--- src/rtl/sw_debounce.sv ---
`default_nettype none
// ============================================================================
//  Module   : sw_debounce
//  Purpose  : Per-bit switch debouncer. Each raw switch passes through a
//             two-flop synchronizer. A per-bit counter then requires
//             STABLE_CYCLES consecutive mismatching samples before the
//             debounced level is updated. Each bit also carries a sticky
//             change flag, and a one-cycle change pulse covers all bits.
//  Revision : 1.0  initial release
// ============================================================================
module sw_debounce #(
    parameter int WIDTH         = 18,
    parameter int STABLE_CYCLES = 16
) (
    input  logic             ACLK,
    input  logic             RESET,
    input  logic [WIDTH-1:0] SW,
    input  logic [WIDTH-1:0] CLR,
    output logic [WIDTH-1:0] SW_DB,
    output logic             SW_CHG,
    output logic [WIDTH-1:0] SW_EDGE
);

    // The counter only has to reach STABLE_CYCLES-1. The update fires on the
    // next mismatching sample, so it never holds STABLE_CYCLES itself.
    localparam int            CW        = (STABLE_CYCLES > 2) ? $clog2(STABLE_CYCLES) : 1;
    localparam logic [CW-1:0] c_CNT_MAX = CW'(STABLE_CYCLES - 1);

    logic [WIDTH-1:0] sync1_q;
    logic [WIDTH-1:0] sync2_q;
    logic [WIDTH-1:0] sw_db_q;
    logic [WIDTH-1:0] sw_db_d;
    logic [WIDTH-1:0] sw_edge_q;
    logic [WIDTH-1:0] sw_edge_d;
    logic             sw_chg_q;
    logic             sw_chg_d;
    logic [WIDTH-1:0] w_upd;

    // Two-flop synchronizer for the asynchronous board switches
    always_ff @(posedge ACLK) begin
        if (RESET) begin
            sync1_q <= '0;
            sync2_q <= '0;
        end else begin
            sync1_q <= SW;
            sync2_q <= sync1_q;
        end
    end

    // Independent stability counter per switch bit
    generate
        for (genvar i = 0; i < WIDTH; i++) begin : g_bit
            logic [CW-1:0] cnt_q;
            logic [CW-1:0] cnt_d;
            logic          w_mis;

            assign w_mis    = sync2_q[i] ^ sw_db_q[i];
            assign w_upd[i] = w_mis && (cnt_q == c_CNT_MAX);

            // Count mismatching samples and restart on any match or on acceptance
            always_comb begin
                cnt_d = '0;
                if (w_mis && (cnt_q != c_CNT_MAX)) begin
                    cnt_d = cnt_q + CW'(1);
                end
            end

            // Counter state, which a reset discards
            always_ff @(posedge ACLK) begin
                if (RESET) begin
                    cnt_q <= '0;
                end else begin
                    cnt_q <= cnt_d;
                end
            end
        end
    endgenerate

    // Next-state logic. Set beats clear on the sticky flags.
    always_comb begin
        sw_db_d   = sw_db_q ^ w_upd;
        sw_edge_d = w_upd | (sw_edge_q & ~CLR);
        sw_chg_d  = |w_upd;
    end

    // Registered outputs. Reset takes priority over CLR and over pending updates.
    always_ff @(posedge ACLK) begin
        if (RESET) begin
            sw_db_q   <= '0;
            sw_edge_q <= '0;
            sw_chg_q  <= 1'b0;
        end else begin
            sw_db_q   <= sw_db_d;
            sw_edge_q <= sw_edge_d;
            sw_chg_q  <= sw_chg_d;
        end
    end

    assign SW_DB   = sw_db_q;
    assign SW_EDGE = sw_edge_q;
    assign SW_CHG  = sw_chg_q;

endmodule
`default_nettype wire
--- config.mk ---
export PLATFORM = sky130hd
export DESIGN_NAME = sw_debounce
export DESIGN_NICKNAME = d
export VERILOG_FILES = /design/src/rtl/sw_debounce.sv
export SDC_FILE = /design/constraint.sdc
export NUM_CORES = 1
export LEC_CHECK = 0
export CAP_MARGIN = 20
export CORE_MARGIN = 2
export CORE_UTILIZATION = 50
export CTS_BUF_LIST = sky130_fd_sc_hd__clkbuf_4
export CTS_CLUSTER_SIZE = 30
export DETAILED_ROUTE_END_ITERATION = 6
export PLACE_DENSITY = 0.81
export SLEW_MARGIN = 15
export SYNTH_ARGS = -nofsm -noshare
export SYNTH_HDL_FRONTEND = slang
export SYNTH_SLANG_ARGS = --single-unit
export TNS_END_PERCENT = 30
--- constraint.sdc ---
create_clock -name ACLK -period 1.85 [get_ports ACLK]
set_clock_uncertainty 0.15 [all_clocks]
set_input_delay 0.37 -clock ACLK [delete_from_list [all_inputs] [get_ports ACLK]]
set_output_delay 0.37 -clock ACLK [all_outputs]
set_load 0.02 [all_outputs]
==> metrics.md <==
| Metric | Value |
|---|---|
| Max Slew Vio Count | `0` |
| Largest area contributor in the netlist | `dfxtp_1` |
| Antenna violations before repair | `0` |
| Most common cell after layout, fill and taps aside | `dfxtp_1` |
| Post-synthesis sequential area ratio | `55.9%` |
| Port buffer count | `74` |
| Final min period | `1.76 ns` |
| Worst path bufs/invs | `1` |
| Seq cells post-synth | `145` |
| Overflow after GRT | `0` |
| Dpl cells | `729` |
| Post-DP HPWL | `6.74 mm` |
| Total GRT Usage | `17.8%` |
| Max cap viols | `0` |
| Final setup viols | `0` |
| Root Driver | `clkbuf_4` |
| Unique masters post-synth | `19` |
| Die area | `0.0112 mm²` |
| Status | `finished clean` |
| Hold Path Class | `input pin to flip-flop` |
| CP top delay family | `flip-flops` |
| Post-Syn Nets | `583` |
| Worst path max stage delay | `0.37 ns` |
| Setup TNS | `0 ns` |
| Crit start category | `flip-flop` |
| Worst EP required | `1.33 ns` |
| I/O pin cnt | `75` |
| DR iter-0 viols | `132` |
| First-pass GRT wire length | `15.9 mm` |
| Power Dens Cells | `865 mW/mm²` |
| Clock sink count | `145` |
| Syn Area/Cell | `9.86 µm²` |
| Max rail drop VDD | `487 µV` |
| Die Wd | `106 µm` |
| Ratio of cells with drive above 1 in the final layout | `8.63%` |
| Mapped Cells | `527` |
| Synthesized area | `0.00519 mm²` |
| Area grow syn2layout | `22.6%` |
| Fmax | `567 MHz` |
| CTS tree | `done` |
| YS warnings | `0` |
| Post-Layout Cell Count | `762` |
| RSZ-0062 raised after global routing | `false` |
| Routed vias | `3703` |
| CORE AREA | `0.0102 mm²` |
| Worst-margin pin slew | `0.380 ns` |
| Total wire length | `9.20 mm` |
| CTS H-tree lvls | `4` |
| P_leak | `2.78 nW` |
| First-pass detailed-route iteration total | `4` |
| Routed Antenna Nets | `0` |
| Avg WL per Cell | `12.1 µm` |
| Filler cells | `839` |
| Worst EP arrival | `1.24 ns` |
| FP Rows | `37` |
| CP Class | `flip-flop to output pin` |
| Post-CTS setup buffers | `0` |
| Gpl congestion | `0.798` |
| Pin count of the biggest net entering global routing | `39` |
| Die Height | `106 µm` |
| CP cell instances | `dlygate4sd2_1` |
| Nets | `669` |
| Top cells by area, synth | `dfxtp_1 56%, nor2_1 7.8%, xnor2_1 4.7%` |
| Clk slew on worst S/H paths | `0.13 ns` |
| Clock Tree Buf Depth | `2` |
| N_diodes | `0` |
| Final Hold Vio Count | `0` |
| Slew Limit Headroom | `74.5%` |
| Synth top area share | `55.9%` |
| Worst-path fanout max | `2` |
| Final Cycle Share | `95.3%` |
| Routed vias/inst | `4.86` |
| Residual DRC | `0` |
| TritonCTS buffer count | `17` |
| Crit end category | `output pin` |
| CP max-delay cell | `dfxtp_1` |
| Clk_lat worst skew | `0.51 ns` |
| Commonest cells after routing, fill and taps aside | `144 x dfxtp_1, 108 x nor2_1, 36 x nor2b_1, 36 x nand3_1, 36 x clkdlybuf4s50_1` |
| Initial Util | `51.0%` |
| Vias in the first global route | `3661` |
==> cells in the mapped netlist, drive strengths merged <==
library cell  instances
buf                  12
a21oi                18
nand3                36
nand2                18
ha                   18
nor2                108
xor2                 18
nor4                  3
xnor2                36
mux2i                18
a31oi                 1
inv                  18
nor3                 18
o22ai                 6
nor2b                36
dfxtp               145
and3                 18
==> through the flow <==
step	hold slack, ns	instance area, µm²	total power [mW]	utilization (%)	setup WS (ns)
after CTS	0.00716	6380	5.57	62.7	0.00369
after global routing	0.191	6370	5.75	62.5	0.000303
final	0.248	6370	5.51	62.5	0.0862
after global placement	0.267	6120	3.47	60.1	0.239
after detailed placement	0.272	6120	3.48	60.1	0.186
after floorplan	0.264	5190	3.37	-	0.445
==> worst register-to-register path, cell delays in order (launching register included) <==
cell and delay [ns]:
dfxtp_1 0.36, ha_1 0.24, nand3_1 0.20, o22ai_1 0.11, nor4_1 0.40, a31oi_1 0.13
==> final cells by class <==
type                            count  area [µm²]  area share, %
Inverter                           18        67.6           1.06
Tap cell                          136         170           2.67
Clock inverter                     15         179           2.81
Multi-Input combinational cell    352        2170           34.1
Sequential cell                   145        2900           45.6
Clock buffer                       17         128           2.00
Timing Repair Buffer               79         748           11.7
==> power breakdown <==
| part | switching (mW) | internal (mW) |
|---|---|---|
| sequential | 0.0255 | 3.17 |
| clock | 1.14 | 0.953 |
| combinational | 0.0907 | 0.127 |
| total | 1.26 | 4.25 |
==> path summary, 6_finish.rpt <==
kind                           startpoint                      to  slack, ns  cells after the start
min                                 SW[5]   sync1_q[5]$_SDFF_PP0_       0.25                      2
max                 SW_EDGE[7]$_SDFF_PP0_              SW_EDGE[7]       0.09                      1
max reg2reg  g_bit[5].cnt_q[0]$_SDFF_PP0_       SW_CHG$_SDFF_PP0_       0.13                      5
min reg2reg        sync1_q[15]$_SDFF_PP0_  sync2_q[15]$_SDFF_PP0_       0.30                      1
==> metal layers <==
layer	global-route usage [%]	routed length [µm]
met1	20.3	4070
met5	0	0
met3	5.46	404
met2	31.2	4620
met4	6.77	108
==> kinds of logic (layout without fill, tap and decap cells) <==
family / count (synthesis) / count (layout) / synth area share (%)
DFF: 145 / 145 / 55.9
adders and majority gates: 18 / 18 / 4.34
and+or+nand+nor: 237 / 237 / 21.2
xor gates and xnor gates: 54 / 54 / 10.3
AOI/OAI and AO/OA: 25 / 25 / 2.58
buffers and inverters: 30 / 129 / 2.31
muxes: 18 / 18 / 3.47
==> what timing repair did <==
item,4_1_cts,5_1_grt
hold endpoints to repair,0,3
gates resized for setup,39,22
hold buffers,0,1
endpoints found under the setup margin,37,14
cloned,0,0
Note: power is estimated with default switching activity, not from simulation.
